`src/rtl/cdc_pkg.sv`:
```
// Shared types for the req/ack clock-domain crossing blocks.
// Holds the handshake FSM encoding and the default synchronizer depth.
package cdc_pkg;

  typedef enum logic [1:0] {
    IDLE,
    REQ_HI,
    REQ_LO
  } hs_state_e;

  localparam int DEFAULT_SYNC_STAGES = 3;

endpackage

```
`src/rtl/chain_synchronizer.sv`:
```
// Multi-flop synchronizer: q_o is d_i delayed by exactly LENGTH edges.
// Ports: clk_i, reset_i (async active-low, clears to 0), d_i, q_o.
module chain_synchronizer #(
  parameter int LENGTH = 3
) (
  input  logic clk_i,
  input  logic reset_i,
  input  logic d_i,
  output logic q_o
);

  logic [LENGTH-1:0] ff_q;

  always_ff @(posedge clk_i or negedge reset_i) begin
    if (!reset_i) ff_q <= '0;
    else          ff_q <= {ff_q[LENGTH-2:0], d_i};
  end

  assign q_o = ff_q[LENGTH-1];

endmodule

```
`src/rtl/cdc_hs_tx_arbiter.sv`:
```
// Source side of a 4-phase req/ack crossing shared by N_REQ requesters.
// Ports: src_valid/data/ready (requesters), xfer_req/ack/data/tag, busy, done.
module cdc_hs_tx_arbiter
  import cdc_pkg::*;
#(
  parameter  int N_REQ       = 4,
  parameter  int DATA_W      = 32,
  parameter  int SYNC_STAGES = DEFAULT_SYNC_STAGES,
  localparam int TAG_W       = $clog2(N_REQ)
) (
  input  logic                    clk_i,
  input  logic                    reset_i,
  input  logic [N_REQ-1:0]        src_valid_i,
  input  logic [N_REQ*DATA_W-1:0] src_data_i,
  output logic [N_REQ-1:0]        src_ready_o,
  output logic                    xfer_req_o,
  input  logic                    xfer_ack_i,
  output logic [DATA_W-1:0]       xfer_data_o,
  output logic [TAG_W-1:0]        xfer_tag_o,
  output logic                    busy_o,
  output logic                    done_o
);

  hs_state_e         state_q, state_d;
  logic [TAG_W-1:0]  ptr_q, ptr_d;
  logic              req_q, req_d;
  logic [DATA_W-1:0] data_q, data_d;
  logic [TAG_W-1:0]  tag_q, tag_d;
  logic              done_q, done_d;
  logic              ack_s;
  logic [TAG_W-1:0]  win;

  // First set bit at or above p, wrapping; descending scan keeps the
  // closest hit. Index stays in 0..N_REQ-1 for any N_REQ.
  function automatic logic [TAG_W-1:0] rr_pick(
    input logic [N_REQ-1:0] v,
    input logic [TAG_W-1:0] p
  );
    logic [TAG_W-1:0] r;
    int i;
    r = '0;
    for (int k = N_REQ - 1; k >= 0; k--) begin
      i = int'(p) + k;
      if (i >= N_REQ) i = i - N_REQ;
      if (v[i]) r = TAG_W'(i);
    end
    return r;
  endfunction

  chain_synchronizer #(
    .LENGTH (SYNC_STAGES)
  ) u_ack_sync (
    .clk_i   (clk_i),
    .reset_i (reset_i),
    .d_i     (xfer_ack_i),
    .q_o     (ack_s)
  );

  assign win = rr_pick(src_valid_i, ptr_q);

  always_comb begin
    state_d     = state_q;
    ptr_d       = ptr_q;
    req_d       = req_q;
    data_d      = data_q;
    tag_d       = tag_q;
    done_d      = 1'b0;
    src_ready_o = '0;
    unique case (state_q)
      IDLE: begin
        // A stale high ack must drain before a new request may start.
        if (!ack_s && |src_valid_i) begin
          src_ready_o[win] = 1'b1;
          data_d  = src_data_i[int'(win)*DATA_W +: DATA_W];
          tag_d   = win;
          req_d   = 1'b1;
          ptr_d   = (win == TAG_W'(N_REQ - 1)) ? '0 : win + TAG_W'(1);
          state_d = REQ_HI;
        end
      end
      REQ_HI: begin
        if (ack_s) begin
          req_d   = 1'b0;
          state_d = REQ_LO;
        end
      end
      REQ_LO: begin
        if (!ack_s) begin
          done_d  = 1'b1;
          state_d = IDLE;
        end
      end
      default: state_d = IDLE;
    endcase
  end

  always_ff @(posedge clk_i or negedge reset_i) begin
    if (!reset_i) begin
      state_q <= IDLE;
      ptr_q   <= '0;
      req_q   <= 1'b0;
      data_q  <= '0;
      tag_q   <= '0;
      done_q  <= 1'b0;
    end else begin
      state_q <= state_d;
      ptr_q   <= ptr_d;
      req_q   <= req_d;
      data_q  <= data_d;
      tag_q   <= tag_d;
      done_q  <= done_d;
    end
  end

  assign xfer_req_o  = req_q;
  assign xfer_data_o = data_q;
  assign xfer_tag_o  = tag_q;
  assign done_o      = done_q;
  assign busy_o      = (state_q != IDLE);

endmodule

```
`config.mk`:
```
export PLATFORM = sky130hd
export DESIGN_NAME = cdc_hs_tx_arbiter
export DESIGN_NICKNAME = d
export VERILOG_FILES = /design/src/rtl/cdc_pkg.sv /design/src/rtl/chain_synchronizer.sv /design/src/rtl/cdc_hs_tx_arbiter.sv
export SDC_FILE = /design/constraint.sdc
export NUM_CORES = 1
export LEC_CHECK = 0
export ABC_AREA = 1
export BUFFER_PORTS_ARGS = -buffer_cell sky130_fd_sc_hd__buf_2
export CORE_MARGIN = 4
export CORE_UTILIZATION = 43
export CTS_CLUSTER_DIAMETER = 80
export DETAILED_ROUTE_END_ITERATION = 16
export GPL_TIMING_DRIVEN = 0
export PLACE_DENSITY = 0.75
export SETUP_SLACK_MARGIN = 0.3
export SLEW_MARGIN = 20
export SYNTH_ARGS = -nofsm -noshare
export SYNTH_HDL_FRONTEND = slang
export SYNTH_SLANG_ARGS = --single-unit
```
`constraint.sdc`:
```
create_clock -name clk_i -period 3.2 [get_ports clk_i]
set_input_delay 0.32 -clock clk_i [delete_from_list [all_inputs] [get_ports clk_i]]
set_output_delay 0.32 -clock clk_i [all_outputs]
set_load 0.1 [all_outputs]
```
==> impl_metrics.yaml <==
run_status:
  status: "complete, no violations"
timing:
  relSlewSlack_pct: 33.1
  drv_slew: 0
  finalWorstPathRequiredPeriod_ns: 2.80
  setup_ws_ns: 0.403
  fin_skew_ns: 0.00480
  setup_tns_ns: 0
  setup_viol_count_final: 0
  grt_setup_unrepaired: "true"
  fmax_ghz: 0.357
  post-route-period-util_pct: 87.4
  worst_pin_slew_ns: 1.00
  final_hold_viol_count: 0
worst_setup_path:
  r2r_cells: 15
  critPathKind: "reg -> out"
  arrival_ns: 2.48
  critPathMaxStageDelay_ns: 0.38
  end_kind: "output pin"
  crit_family: "buffers and inverters"
  cp_slowest_cell: "dfrtp_1"
  path_max_fanout: 10
  worstSetupStartpointType: "flip-flop"
  rrSetupSlack_ns: 1.07
  crit_chain: "buf_6 > inv_4 > nand2_1 > nand2_1 > nand2_1 > nand3_1 > nand3_1 > nand2_1 > nand2_4 > inv_2 > buf_6 > buf_6 > ha_1 > inv_1 > nor2_2 > buf_8"
  worst_r2r_startpoint: "ptr_q[0]"
  crit_buf_inv: 7
  cp_common_cell: "nand2_1"
  rr_endpoint: "ptr_q[1]"
  cp.required_ns: 2.88
clock_tree:
  cts_buffers: 5
  cts_hold_buf: 0
  cts_root_buf: "clkbuf_8"
  tritoncts: "yes"
  clk_pin_slew_ns: 0.08
  clkSinkCount: 43
  clk_latency_ns: 0.29
  cts_setup_buffers: 0
  clk_path_buf_depth: 2
  htree_levels: 2
final_layout:
  area.growth.synth_to_final_pct: 35.6
  fin_area_um2: 4400
  mostFrequentLayoutCells: "182 x nand2_1, 175 x buf_2, 122 x inv_1, 100 x nand3_1, 43 x dfrtp_1"
  layout_commonest_cell: "nand2_1"
  num-nets-final: 846
  layout-drive-gt1-share_pct: 30.7
  diodes: 0
  fill_cells: 721
detailed_routing:
  totalWireLength_um: 10400
  dr.pass1.iters: 4
  drcViolationCount: 0
  num_vias: 3842
  drt-vias-per-instance: 4.75
  ant_nets: 0
  detail_route.wl_per_cell_um: 12.9
  first_iter_violations: 204
die:
  rows: 31
  core_um2: 7290
  die-area_um2: 9010
  die_w_um: 94.9
  io_pins: 176
  initial_core_util_pct: 44.5
  die_h_um: 94.9
synthesis:
  ys_warn_count: 0
  synth.distinct_cells: 25
  yosys-top-cells-area: "dfrtp_1 33%, nand2_1 21%, nand3_1 15%, inv_1 14%, o211ai_1 3.7%"
  seq_area_frac_synth_pct: 33.1
  synth_area_um2: 3250
  synth-seq-cells: 43
  synthCells: 528
  avgSynthCellArea_um2: 6.15
  synth_nets: 664
  synth_largest_area_cell: "dfrtp_1"
  netlist.area_leader.share_pct: 33.1
global_route:
  grtUsageTotal_pct: 23.0
  grt_max_degree: 44
  grt_pass1_wl_um: 16400
  globalRouteOverflowTotal: 0
  antenna_found_initial: 0
  first_global_vias: 3708
worst_hold_path:
  min_to: "u_ack_sync.ff_q[0]"
  hp-start: "xfer_ack_i"
  hold_path_depth: 1
  hold_path_class: "in -> reg"
placed_design:
  io_buffers: 175
  gp_congestion: 0.937
  hpwl_um: 8380
  pre_cts_ws_ns: 0.526
  placedInstanceArea_um2: 4260
job:
  drv_cap: 0
cells by family after synthesis:
| family | after synthesis | synth area share, % |
|---|---|---|
| adders and majority gates | 1 | 0.385 |
| DFF | 43 | 33.1 |
| AOI/OAI and AO/OA | 26 | 5.51 |
| and+or+nand+nor | 303 | 40.6 |
| buffers and inverters | 155 | 20.4 |
flip-flops by register name, summed over array words and instances (netlist names):
name and cells:
xfer_data_o 32, state_q 2, u_ack_sync.ff_q 3, xfer_req_o 1
ptr_q 2, done_o 1, xfer_tag_o 2
routing by layer:
layer	vias to the layer above	wire length (um)	part of all wire [%]	GRT usage [%]
met3	15	945	9.1	3.82
li1	1958	-	-	-
met1	1677	4310	41	28.7
met2	192	5020	48	40.9
met4	0	134	1.3	6.25
met5	-	0	0	0
metrics by stage:
stage	hold WS, ns	cells	util [%]
4_1_cts	0.127	809	59.9
5_1_grt	0.122	809	60.4
2_1_floorplan	0.0244	528	-
3_5_place_dp	0.336	802	58.4
3_3_place_gp	0.333	802	58.4
6_report	0.133	809	60.4
synthesized netlist by cell type:
cell and count:
o21a_1 1, buf_2 5, nand3_2 4, ha_1 1, nor2_1 9, nand2_4 1
a21oi_1 1, o21ai_1 1, nand3_1 100, clkbuf_1 10, buf_1 1, nor3_1 1
inv_4 1, a41oi_1 1, inv_2 4, dfrtp_1 43, o21ai_0 5, o211ai_1 16
nand2_1 183, inv_1 122, buf_4 5, a21boi_0 1, nor2_4 2, buf_6 7
nand2_2 3
final cells by class:
cell class	instances	area (um2)	area share, %
buffer	28	185	4.21
clock buffer	5	68.8	1.56
clock inverter	2	37.5	0.853
inverter	127	479	10.9
multi-input combinational	330	1520	34.6
sequential	43	1080	24.4
tap	99	124	2.81
timing repair buffer	175	910	20.7
worst max path at each step:
| stage | from | to | slack, ns | depth (start not counted) |
|---|---|---|---|---|
| finish | ptr_q[0] | src_ready_o[3] | 0.40 | 16 |
| global route | ptr_q[0] | src_ready_o[3] | 0.22 | 15 |
| CTS | ptr_q[0] | src_ready_o[3] | 0.32 | 15 |
| detailed placement | ptr_q[0] | src_ready_o[3] | 0.53 | 15 |
| global placement | ptr_q[0] | src_ready_o[3] | 0.57 | 15 |
| floorplan | ptr_q[0] | src_ready_o[0] | 0.20 | 12 |
timing repair:
item	4_1_cts	5_1_grt
endpoints found under the setup margin	3	4
pin swaps	0	1
resized for setup	3	10
Power is not shown: default switching activity piles up to over one toggle a cycle in this logic, so the estimate is an artifact.
